File: src/rtl/ram_arb_pkg.sv
// ram_arb_pkg: shared types and helpers for ram_sdp_arbiter.
//   MAX_PORTS / MAX_ID_W : widest requester count the helpers handle (16).
//   rr_select            : round-robin pick; returns a one-hot grant.
//   onehot_to_idx        : encodes a one-hot vector as a binary index.
package ram_arb_pkg;

  localparam int MAX_PORTS = 16;
  localparam int MAX_ID_W  = 4;

  // Scan n requesters starting at ptr, wrapping at n; the first asserted
  // request wins. ptr must be < n. Bits at and above n are ignored.
  function automatic logic [MAX_PORTS-1:0] rr_select(
    input logic [MAX_PORTS-1:0] req,
    input logic [MAX_ID_W-1:0]  ptr,
    input int                   n
  );
    logic [MAX_PORTS-1:0] gnt;
    logic                 found;
    logic [MAX_ID_W:0]    idx;
    gnt   = '0;
    found = 1'b0;
    for (int i = 0; i < MAX_PORTS; i++) begin
      if (i < n) begin
        idx = {1'b0, ptr} + 5'(i);
        if (idx >= 5'(n)) idx = idx - 5'(n);
        if (!found && req[idx[MAX_ID_W-1:0]]) begin
          gnt[idx[MAX_ID_W-1:0]] = 1'b1;
          found = 1'b1;
        end
      end
    end
    return gnt;
  endfunction

  function automatic logic [MAX_ID_W-1:0] onehot_to_idx(input logic [MAX_PORTS-1:0] oh);
    logic [MAX_ID_W-1:0] idx;
    idx = '0;
    for (int i = 0; i < MAX_PORTS; i++) begin
      if (oh[i]) idx = idx | 4'(i);
    end
    return idx;
  endfunction

endpackage

File: src/rtl/rr_arbiter.sv
// rr_arbiter: combinational round-robin grant with a registered priority
// pointer. After granting index g the pointer moves to (g+1) mod NUM_PORTS;
// it holds when nothing is requested.
//   clk, rst : clock, synchronous active-high reset (pointer -> 0)
//   req      : per-requester request
//   gnt      : one-hot grant, same cycle as req
module rr_arbiter
  import ram_arb_pkg::*;
#(
  parameter int NUM_PORTS = 4
) (
  input  logic                 clk,
  input  logic                 rst,
  input  logic [NUM_PORTS-1:0] req,
  output logic [NUM_PORTS-1:0] gnt
);

  localparam int PTR_W = $clog2(NUM_PORTS);

  logic [PTR_W-1:0]     ptr_q, ptr_d;
  logic [MAX_PORTS-1:0] req_ext, gnt_ext;
  logic [MAX_ID_W-1:0]  ptr_ext, gnt_idx;

  always_comb begin
    req_ext                  = '0;
    req_ext[NUM_PORTS-1:0]   = req;
    ptr_ext                  = '0;
    ptr_ext[PTR_W-1:0]       = ptr_q;
    gnt_ext                  = rr_select(req_ext, ptr_ext, NUM_PORTS);
    gnt                      = gnt_ext[NUM_PORTS-1:0];
    gnt_idx                  = onehot_to_idx(gnt_ext);
    ptr_d                    = ptr_q;
    if (|req) begin
      ptr_d = (gnt_idx == MAX_ID_W'(NUM_PORTS - 1)) ? '0 : PTR_W'(gnt_idx + 4'd1);
    end
  end

  always_ff @(posedge clk) begin
    if (rst) ptr_q <= '0;
    else     ptr_q <= ptr_d;
  end

endmodule

File: src/rtl/ram_sdp_arbiter.sv
// ram_sdp_arbiter: shares one simple dual-port RAM between NUM_PORTS
// requesters with independent round-robin arbiters on the read and write
// ports, and routes each read response back to its issuer after a fixed
// latency of L = 1 + REG_RD_DATA cycles.
//   rd_req/rd_addr -> rd_gnt (same cycle), rd_valid/rd_data (L cycles later)
//   wr_req/wr_addr/wr_data -> wr_gnt; write committed on the granted cycle
//   ram_rd_* / ram_wr_* : direct connection to the ram_sdp instance
// Optional: define RAM_ARB_PERF_CNT_EN to add rd_grant_cnt, wr_grant_cnt
// (per requester) and rd_conflict_cnt saturating 32-bit counters.
module ram_sdp_arbiter
  import ram_arb_pkg::*;
#(
  parameter int   NUM_PORTS   = 4,
  parameter int   DATA_WIDTH  = 16,
  parameter int   ADDR_WIDTH  = 10,
  parameter logic REG_RD_DATA = 1'b1
) (
  input  logic                                 clk,
  input  logic                                 rst,
  input  logic [NUM_PORTS-1:0]                 rd_req,
  input  logic [NUM_PORTS-1:0][ADDR_WIDTH-1:0] rd_addr,
  output logic [NUM_PORTS-1:0]                 rd_gnt,
  output logic [NUM_PORTS-1:0]                 rd_valid,
  output logic [DATA_WIDTH-1:0]                rd_data,
  input  logic [NUM_PORTS-1:0]                 wr_req,
  input  logic [NUM_PORTS-1:0][ADDR_WIDTH-1:0] wr_addr,
  input  logic [NUM_PORTS-1:0][DATA_WIDTH-1:0] wr_data,
  output logic [NUM_PORTS-1:0]                 wr_gnt,
  output logic                                 ram_rd_en,
  output logic [ADDR_WIDTH-1:0]                ram_rd_addr,
  input  logic [DATA_WIDTH-1:0]                ram_rd_data,
  output logic                                 ram_wr_en,
  output logic [ADDR_WIDTH-1:0]                ram_wr_addr,
  output logic [DATA_WIDTH-1:0]                ram_wr_data
`ifdef RAM_ARB_PERF_CNT_EN
  ,
  output logic [NUM_PORTS-1:0][31:0]           rd_grant_cnt,
  output logic [NUM_PORTS-1:0][31:0]           wr_grant_cnt,
  output logic [31:0]                          rd_conflict_cnt
`endif
);

  localparam int L    = 1 + int'(REG_RD_DATA);
  localparam int ID_W = $clog2(NUM_PORTS);

  typedef struct packed {
    logic            valid;
    logic [ID_W-1:0] id;
  } rsp_tag_t;

  rr_arbiter #(.NUM_PORTS(NUM_PORTS)) u_rd_arb (
    .clk (clk), .rst (rst), .req (rd_req), .gnt (rd_gnt)
  );

  rr_arbiter #(.NUM_PORTS(NUM_PORTS)) u_wr_arb (
    .clk (clk), .rst (rst), .req (wr_req), .gnt (wr_gnt)
  );

  // Write path: AND-OR mux on the one-hot grant, zero when idle.
  always_comb begin
    ram_wr_en   = |wr_req;
    ram_wr_addr = '0;
    ram_wr_data = '0;
    for (int i = 0; i < NUM_PORTS; i++) begin
      if (wr_gnt[i]) begin
        ram_wr_addr = wr_addr[i];
        ram_wr_data = wr_data[i];
      end
    end
  end

  // Read issue
  logic [MAX_PORTS-1:0] rd_gnt_ext;
  logic [ID_W-1:0]      rd_id;
  logic                 adv_pending;

  always_comb begin
    rd_gnt_ext                = '0;
    rd_gnt_ext[NUM_PORTS-1:0] = rd_gnt;
    rd_id                     = ID_W'(onehot_to_idx(rd_gnt_ext));
    ram_rd_addr               = '0;
    for (int i = 0; i < NUM_PORTS; i++) begin
      if (rd_gnt[i]) ram_rd_addr = rd_addr[i];
    end
  end

  // Response tag pipeline, one stage per cycle of RAM read latency.
  rsp_tag_t tag_q [L];
  rsp_tag_t tag_d [L];

  assign tag_d[0] = {|rd_req, rd_id};
  for (genvar gi = 1; gi < L; gi++) begin : g_shift
    assign tag_d[gi] = tag_q[gi-1];
  end

  always_ff @(posedge clk) begin
    for (int i = 0; i < L; i++) begin
      if (rst) tag_q[i] <= '0;
      else     tag_q[i] <= tag_d[i];
    end
  end

  // The RAM output register only moves on rd_en, so keep reading (address 0,
  // result untracked) while any earlier stage still holds a live response.
  always_comb begin
    adv_pending = 1'b0;
    for (int i = 0; i < L - 1; i++) adv_pending = adv_pending | tag_q[i].valid;
  end

  assign ram_rd_en = (|rd_req) | adv_pending;
  assign rd_data   = ram_rd_data;

  always_comb begin
    rd_valid = '0;
    if (tag_q[L-1].valid) rd_valid[tag_q[L-1].id] = 1'b1;
  end

`ifdef RAM_ARB_PERF_CNT_EN
  logic [NUM_PORTS-1:0][31:0] rd_cnt_q, wr_cnt_q;
  logic [31:0]                conflict_q;
  logic                       rd_conflict;

  // More than one bit set: clearing the lowest set bit leaves something.
  assign rd_conflict = |(rd_req & (rd_req - NUM_PORTS'(1)));

  always_ff @(posedge clk) begin
    if (rst) begin
      rd_cnt_q   <= '0;
      wr_cnt_q   <= '0;
      conflict_q <= '0;
    end else begin
      for (int i = 0; i < NUM_PORTS; i++) begin
        if (rd_gnt[i] && (rd_cnt_q[i] != '1)) rd_cnt_q[i] <= rd_cnt_q[i] + 32'd1;
        if (wr_gnt[i] && (wr_cnt_q[i] != '1)) wr_cnt_q[i] <= wr_cnt_q[i] + 32'd1;
      end
      if (rd_conflict && (conflict_q != '1)) conflict_q <= conflict_q + 32'd1;
    end
  end

  assign rd_grant_cnt    = rd_cnt_q;
  assign wr_grant_cnt    = wr_cnt_q;
  assign rd_conflict_cnt = conflict_q;
`endif

endmodule

File: config.mk
export PLATFORM = sky130hd
export DESIGN_NAME = ram_sdp_arbiter
export DESIGN_NICKNAME = d
export VERILOG_FILES = /design/src/rtl/ram_arb_pkg.sv /design/src/rtl/rr_arbiter.sv /design/src/rtl/ram_sdp_arbiter.sv
export SDC_FILE = /design/constraint.sdc
export NUM_CORES = 1
export LEC_CHECK = 0
export CORE_ASPECT_RATIO = 0.8
export CORE_MARGIN = 2
export CORE_UTILIZATION = 36
export CTS_BUF_LIST = sky130_fd_sc_hd__clkbuf_4 sky130_fd_sc_hd__clkbuf_8 sky130_fd_sc_hd__clkbuf_16
export DETAILED_ROUTE_END_ITERATION = 7
export PLACE_DENSITY_LB_ADDON = 0.12
export SKIP_CTS_REPAIR_TIMING = 1
export SYNTH_ARGS = -nofsm -noshare
export SYNTH_HDL_FRONTEND = slang
export SYNTH_SLANG_ARGS = --single-unit
File: constraint.sdc
create_clock -name clk -period 11.38 [get_ports clk]
set_clock_uncertainty 0.2 [all_clocks]
set_input_delay 1.707 -clock clk [delete_from_list [all_inputs] [get_ports clk]]
set_output_delay 1.707 -clock clk [all_outputs]
set_load 0.03 [all_outputs]
# After elaboration in Yosys (flattened, before gate mapping)
# Memories as Yosys holds them, arrays and structs flattened.
# Cells that the tools add are included.
word_totals:
  mem_count: 1
  wordCells: 185
  in_bits: 170
  ramBits: 6
  regBits: 4
  out_inout_bits: 66
op_classes:
  reduce_logical: 23
  magnitude_cmp: 26
  eq_ne: 2
  bitwise_logic: 9
  add_sub_neg: 16
  n_mux: 106
memory_table:
  columns: ["memory", "words", "width", "rd", "rd_clocked_by_memory_dff", "write_ports", "line_no", "rtl"]
  rows:
  - ["tag_q", 2, 3, 2, 0, 2, "ram_sdp_arbiter.sv:88", "rsp_tag_t tag_q [L];"]
op_table:
  columns: ["cell", "count"]
  rows:
  - ["16-bit 2-to-1 mux", 12]
  - ["4-bit 2-to-1 mux", 25]
  - ["16-bit OR", 6]
  - ["10-bit 2-to-1 mux", 8]
  - ["4-bit by 5-bit < comparator with 1-bit output (second input constant)", 8]
  - ["1-bit binary-select mux with 4-bit select", 8]
  - ["1-bit demux with 4-bit select", 8]
  - ["4-bit by 1-bit >= comparator with 1-bit output (second input constant)", 8]
  - ["5-bit by 3-bit >= comparator with 1-bit output (second input constant)", 6]
  - ["3-bit 2-to-1 mux", 10]
  - ["1-bit 2-to-1 mux", 28]
  - ["4-bit by 3-bit subtractor with 4-bit output (second input constant)", 6]
  - ["1-bit logical AND", 15]
  - ["2-bit by 2-bit adder with 3-bit output (second input constant)", 4]
  - ["2-bit 2-to-1 mux", 6]
  - ["4-bit by 2-bit == test with 1-bit output (second input constant)", 2]
  - ["4-bit OR reduction", 2]
  - ["2-bit by 3-bit subtractor with 4-bit output (second input constant)", 2]
  - ["2-bit by 1-bit adder with 3-bit output (second input constant)", 2]
  - ["2-bit by 3-bit >= comparator with 1-bit output (second input constant)", 2]
  - ["1-bit zero test", 6]
  - ["2-bit by 1-bit adder with 2-bit output (second input constant)", 2]
  - ["2-bit by 3-bit < comparator with 1-bit output (second input constant)", 1]
  - ["1-bit OR", 3]
  - ["other kinds (2)", 2]

# Longest topological paths before layout
logic_depth:
  ltp_word: 31
  mapped_depth: 12

# Cells and area by module
# A second synthesis with hierarchy kept.
hier_totals:
  hier_cells: 284
  hier_area_um2: 2412.3
modules_own_cells:
  columns: ["mod", "area_per_inst_um2", "n_inst", "cells_each"]
  rows:
  - ["ram_sdp_arbiter", 1412.6, 1, 174]
  - ["rr_arbiter at u_wr_arb", 506.7, 1, 57]
  - ["rr_arbiter at u_rd_arb", 493.0, 1, 53]

# Worst setup path before layout
# OpenSTA, ideal clock, no wires.
synth_path:
  kind: "input port to output port"
  startpoint: "input rd_req[2]"
  endpoint: "output ram_rd_addr[2]"
  t_arrival_ns: 4.163
  cell_stages: 8
  setup_slack_ns: 5.310
  n_path_buf: 1
  path_cell_list: "mux2_2 > and3_1 > nor4_1 > a222oi_1 > nand2_1 > clkbuf_1 > a211oi_1 > o21ai_1"
synth_between:
  word_cells_on_any_way: 28
  cone_classes: "19 x mux; 3 x bitwise; 6 x reduce/logical"
synth_lines:
  columns: ["item", "line_no", "rtl"]
  rows:
  - ["from (decl)", "ram_sdp_arbiter.sv:20", "input logic [NUM_PORTS-1:0] rd_req,"]
  - ["1-bit binary-select mux with 4-bit select", "ram_arb_pkg.sv:26", "if (!found && req[idx[MAX_ID_W-1:0]]) begin"]
  - ["1-bit 2-to-1 mux (not written as such)", "ram_arb_pkg.sv:26", null]
  - ["1-bit 2-to-1 mux", "ram_arb_pkg.sv:26", null]
  - ["1-bit zero test", "ram_arb_pkg.sv:26", null]
  - ["1-bit logical AND", "ram_arb_pkg.sv:26", null]
  - ["1-bit 2-to-1 mux", "ram_arb_pkg.sv:26", null]
  - ["1-bit zero test", "ram_arb_pkg.sv:26", null]
  - ["1-bit logical AND", "ram_arb_pkg.sv:26", null]
  - ["1-bit 2-to-1 mux", "ram_arb_pkg.sv:26", null]
  - ["1-bit zero test", "ram_arb_pkg.sv:26", null]
  - ["1-bit logical AND", "ram_arb_pkg.sv:26", null]
  - ["16-bit 2-to-1 mux *", "ram_arb_pkg.sv:26", null]
  - ["net rd_gnt[1]", "ram_sdp_arbiter.sv:22", "output logic [NUM_PORTS-1:0] rd_gnt,"]
  - ["10-bit 2-to-1 mux * (3 in series)", "ram_sdp_arbiter.sv:83", "if (rd_gnt[i]) ram_rd_addr = rd_addr[i];"]
  - ["to (decl)", "ram_sdp_arbiter.sv:30", "output logic [ADDR_WIDTH-1:0] ram_rd_addr,"]
# The timed path passes the listed nets; every way through them passes the cells marked *. The select of a mux whose other input is x is not followed.

# Worst setup path after layout
layout_path:
  startpoint: "input wr_req[1]"
  endpoint: "output ram_wr_addr[0]"
layout_between:
  elab_chain_len: 16
  word_cells_on_any_way: 28
  cone_classes: "19 x mux; 3 x bitwise; 6 x reduce/logical"
layout_rtl:
  columns: ["item", "line_no", "rtl"]
  rows:
  - ["from (decl)", "ram_sdp_arbiter.sv:25", "input logic [NUM_PORTS-1:0] wr_req,"]
  - ["1-bit binary-select mux with 4-bit select", "ram_arb_pkg.sv:26", null]
  - ["1-bit 2-to-1 mux (not written as such)", "ram_arb_pkg.sv:26", null]
  - ["1-bit 2-to-1 mux", "ram_arb_pkg.sv:26", null]
  - ["1-bit zero test", "ram_arb_pkg.sv:26", null]
  - ["1-bit logical AND", "ram_arb_pkg.sv:26", null]
  - ["1-bit 2-to-1 mux", "ram_arb_pkg.sv:26", null]
  - ["1-bit zero test", "ram_arb_pkg.sv:26", null]
  - ["1-bit logical AND", "ram_arb_pkg.sv:26", null]
  - ["1-bit 2-to-1 mux", "ram_arb_pkg.sv:26", null]
  - ["1-bit zero test", "ram_arb_pkg.sv:26", null]
  - ["1-bit logical AND", "ram_arb_pkg.sv:26", null]
  - ["16-bit 2-to-1 mux *", "ram_arb_pkg.sv:26", null]
  - ["10-bit 2-to-1 mux (3 in series)", "ram_sdp_arbiter.sv:65", "if (wr_gnt[i]) begin"]
  - ["10-bit 2-to-1 mux *", "ram_sdp_arbiter.sv:65", null]
  - ["to (decl)", "ram_sdp_arbiter.sv:33", "output logic [ADDR_WIDTH-1:0] ram_wr_addr,"]
# Every way passes the cells marked *; elsewhere a longest branch is shown, timed or not. The select of a mux whose other input is x is not followed.

==> reports/metrics.cfg <==
[outcome]
status=completed

[placed_design]
pre_cts_ws_ps=3980
dpl-instance-area_mm2=0.00476
hpwlAfterDp_um=8470
portBuffers=203
gp_congestion=0.910

[detailed_routing]
drc=0
ant_nets=0
dr.pass1.iters=4
routed_wl_um=10900
wl_per_cell_um=17.4
viasPerCell=5.70
drt-initial-drc-count=93
num_vias=3572

[critical_path]
end_kind=output port
startpoint_type=input port
critical_path_class=input port to output port
path_cells=clkdlybuf4s50_1, nor2b_1, mux4_2, and3_4, a221oi_2, nand2_2, o41ai_1, o22a_1, clkdlybuf4s50_1
cpMostUsedCell=clkdlybuf4s50_1
worst-path-buf-inv=2
worst_ep_arrival_time_ps=5500
path_depth=9
cp_top_family=compound AO/OA/AOI/OAI gates
cpPeakStageDelay_ps=660
crit_required_ps=9470
cpMaxStageDelayCell=clkdlybuf4s50_1
reg2reg_depth=9
crit_fanout=28

[synth]
synth-edff-count=0
synth_ff_type=dfxtp_1
async_flop_share_pct=0
syn_area_mm2=0.00281
ys_seq_area_share_pct=7.13
ys_types=54
syn_nets=541
synth_seq_cells=10
yosys_warnings=0
synth_area_per_cell_um2=7.91
syn-instance-count=355

[cts]
cts.path.max_buffers=2
cts_buffers=3
clk_pin_slew_ps=50
h-tree-depth=1
cts_sinks=10
clkLatencyLatePin_ps=230
cts_root_buf=clkbuf_8
cts_tree=built

[power]
power_mw=1.63
power_leakage_nw=1.94
powerDensity_mw_per_mm2=338
pwr-share-clk_pct=2.7
p_switching_mw=0.905
combPwrFrac_pct=93.3
p_int_mw=0.722
netSwitchingFraction_pct=55.7
p_seq_share_pct=4.0
irDropWorstVdd_uv=261

[global_routing]
grt_pass1_vias=3550
grt_usage_pct=23.9
grt_pass1_wl_um=16900
grt_remaining_overflow=0
grt_start_max_net_pins=54
antenna_found_initial=0

[sta]
setup_viol=0
tightest_slew_ps=839
rsz0062_at_grt=false
final_min_period_over_clock_period_pct=65.1
min_period_ps=7410
drv_slew=0
finalSetupTns_ps=0
timing_hold_violations_final=0
slew_headroom_pct=43.9
fmax_mhz=135
setup_ws_ps=3970

[final_layout]
diodes=0
area_delta_synth_final_pct=71.6
drive_gt1_share_pct=9.00
design_area_mm2=0.00482
mostFrequentLayoutCells=clkdlybuf4s50_1 (203), inv_1 (35), a22o_1 (28), o22a_1 (26), nand2_1 (22)
fin_nets=709
final_core_util_pct=64.3
mostFrequentLayoutCell=clkdlybuf4s50_1
nFillCells=675

[die]
initial_core_util_pct=37.5
row_count=28
io_pins=236
die_y_um=83.0
die_area_mm2=0.00853
die_w_um=103
core_area_mm2=0.00750

[hold_path]
holdCritPathClass=flip-flop to flip-flop
hold_depth=1

[flow_run]
maxCapViolCount=0

## per-stage QoR
stage | std cells | hold WS, ps
after global placement | 623 | 230
after floorplan | 355 | 214
after detailed placement | 623 | 254
after CTS | 627 | 257
after global routing | 627 | 281
final | 627 | 252
## layer usage
metal / vias to the layer above / wire length [µm] / track usage (%)
met1: 1661 / 4470 / 27.1
li1: 1699 / - / -
met4: 0 / 297 / 6.82
met5: - / 0 / 0
met2: 185 / 5220 / 43.7
met3: 27 / 945 / 5.47
## sequential cells by signal (all words and copies together), names as in the netlist
register        count
u_rd_arb.ptr_q      2
tag_q               6
u_wr_arb.ptr_q      2
## worst paths after layout
check	startpoint	end	slack, ps
max reg2reg	u_wr_arb.ptr_q[0]$_SDFFE_PP0P_	u_wr_arb.ptr_q[0]$_SDFFE_PP0P_	7140
max	wr_req[1]	ram_wr_addr[0]	3970
min	tag_q[0][0]$_SDFF_PP0_	tag_q[1][0]$_SDFF_PP0_	250
min reg2reg	tag_q[0][0]$_SDFF_PP0_	tag_q[1][0]$_SDFF_PP0_	250
## logic make-up after synthesis
| family | Yosys count | share of synthesized area (%) |
|---|---|---|
| simple gates | 87 | 17.8 |
| fa+ha+maj | 16 | 7.13 |
| compound gates | 142 | 46.0 |
| flops | 10 | 7.13 |
| mux | 16 | 7.26 |
| buf+inv | 84 | 14.7 |
## final cells by class
type                            count  area (µm²)  share of cell area (%)
Sequential cell                    10         200                    4.15
Timing Repair Buffer              208        2070                    42.9
Clock buffer                        4        55.1                    1.14
Multi-Input combinational cell    261        2220                    46.0
Inverter                           39         146                    3.04
Tap cell                          105         131                    2.73
## synthesized netlist by cell type (all sizes together), types with 3 or more instances
cell type | number | share of area, %
mux2 | 5 | 2.0
nor3 | 5 | 0.89
buf | 28 | 7.2
nand2 | 23 | 3.2
inv | 38 | 5.1
o41ai | 29 | 14
o21ai | 21 | 3.7
mux2i | 8 | 2.9
a211oi | 15 | 4.5
nor4 | 4 | 0.89
and4 | 10 | 3.1
and2 | 4 | 0.89
nor2 | 9 | 1.2
ha | 16 | 7.1
and3 | 5 | 1.3
a221o | 3 | 1.1
a22o | 28 | 8.7
nand2b | 4 | 0.89
dfxtp | 10 | 7.1
nor2b | 10 | 2.2
nand3 | 4 | 0.71
o22a | 26 | 8.1
o211ai | 4 | 1.1
a21oi | 3 | 0.53
clkbuf | 17 | 2.3
mux4 | 3 | 2.4
## power groups by stage
stage / Clock, mW / Sequential [mW] / Combinational, mW
3_3_place_gp: 0 / 0.0654 / 1.50
2_1_floorplan: 0 / 0.0533 / 1.03
4_1_cts: 0.0450 / 0.0658 / 1.52
3_5_place_dp: 0 / 0.0667 / 1.51
6_report: 0.0437 / 0.0658 / 1.52
5_1_grt: 0.0466 / 0.0689 / 1.61
## worst reg2reg max path: stages, from the launching register on
cell and delay (ps):
dfxtp_1 620, clkinv_1 390, ha_1 470, mux2i_1 180, or3_1 400, and3_4 220
a221oi_2 430, nand2_2 560, o41ai_1 540, nor2b_1 170
Note: power is estimated with default switching activity, not from simulation.
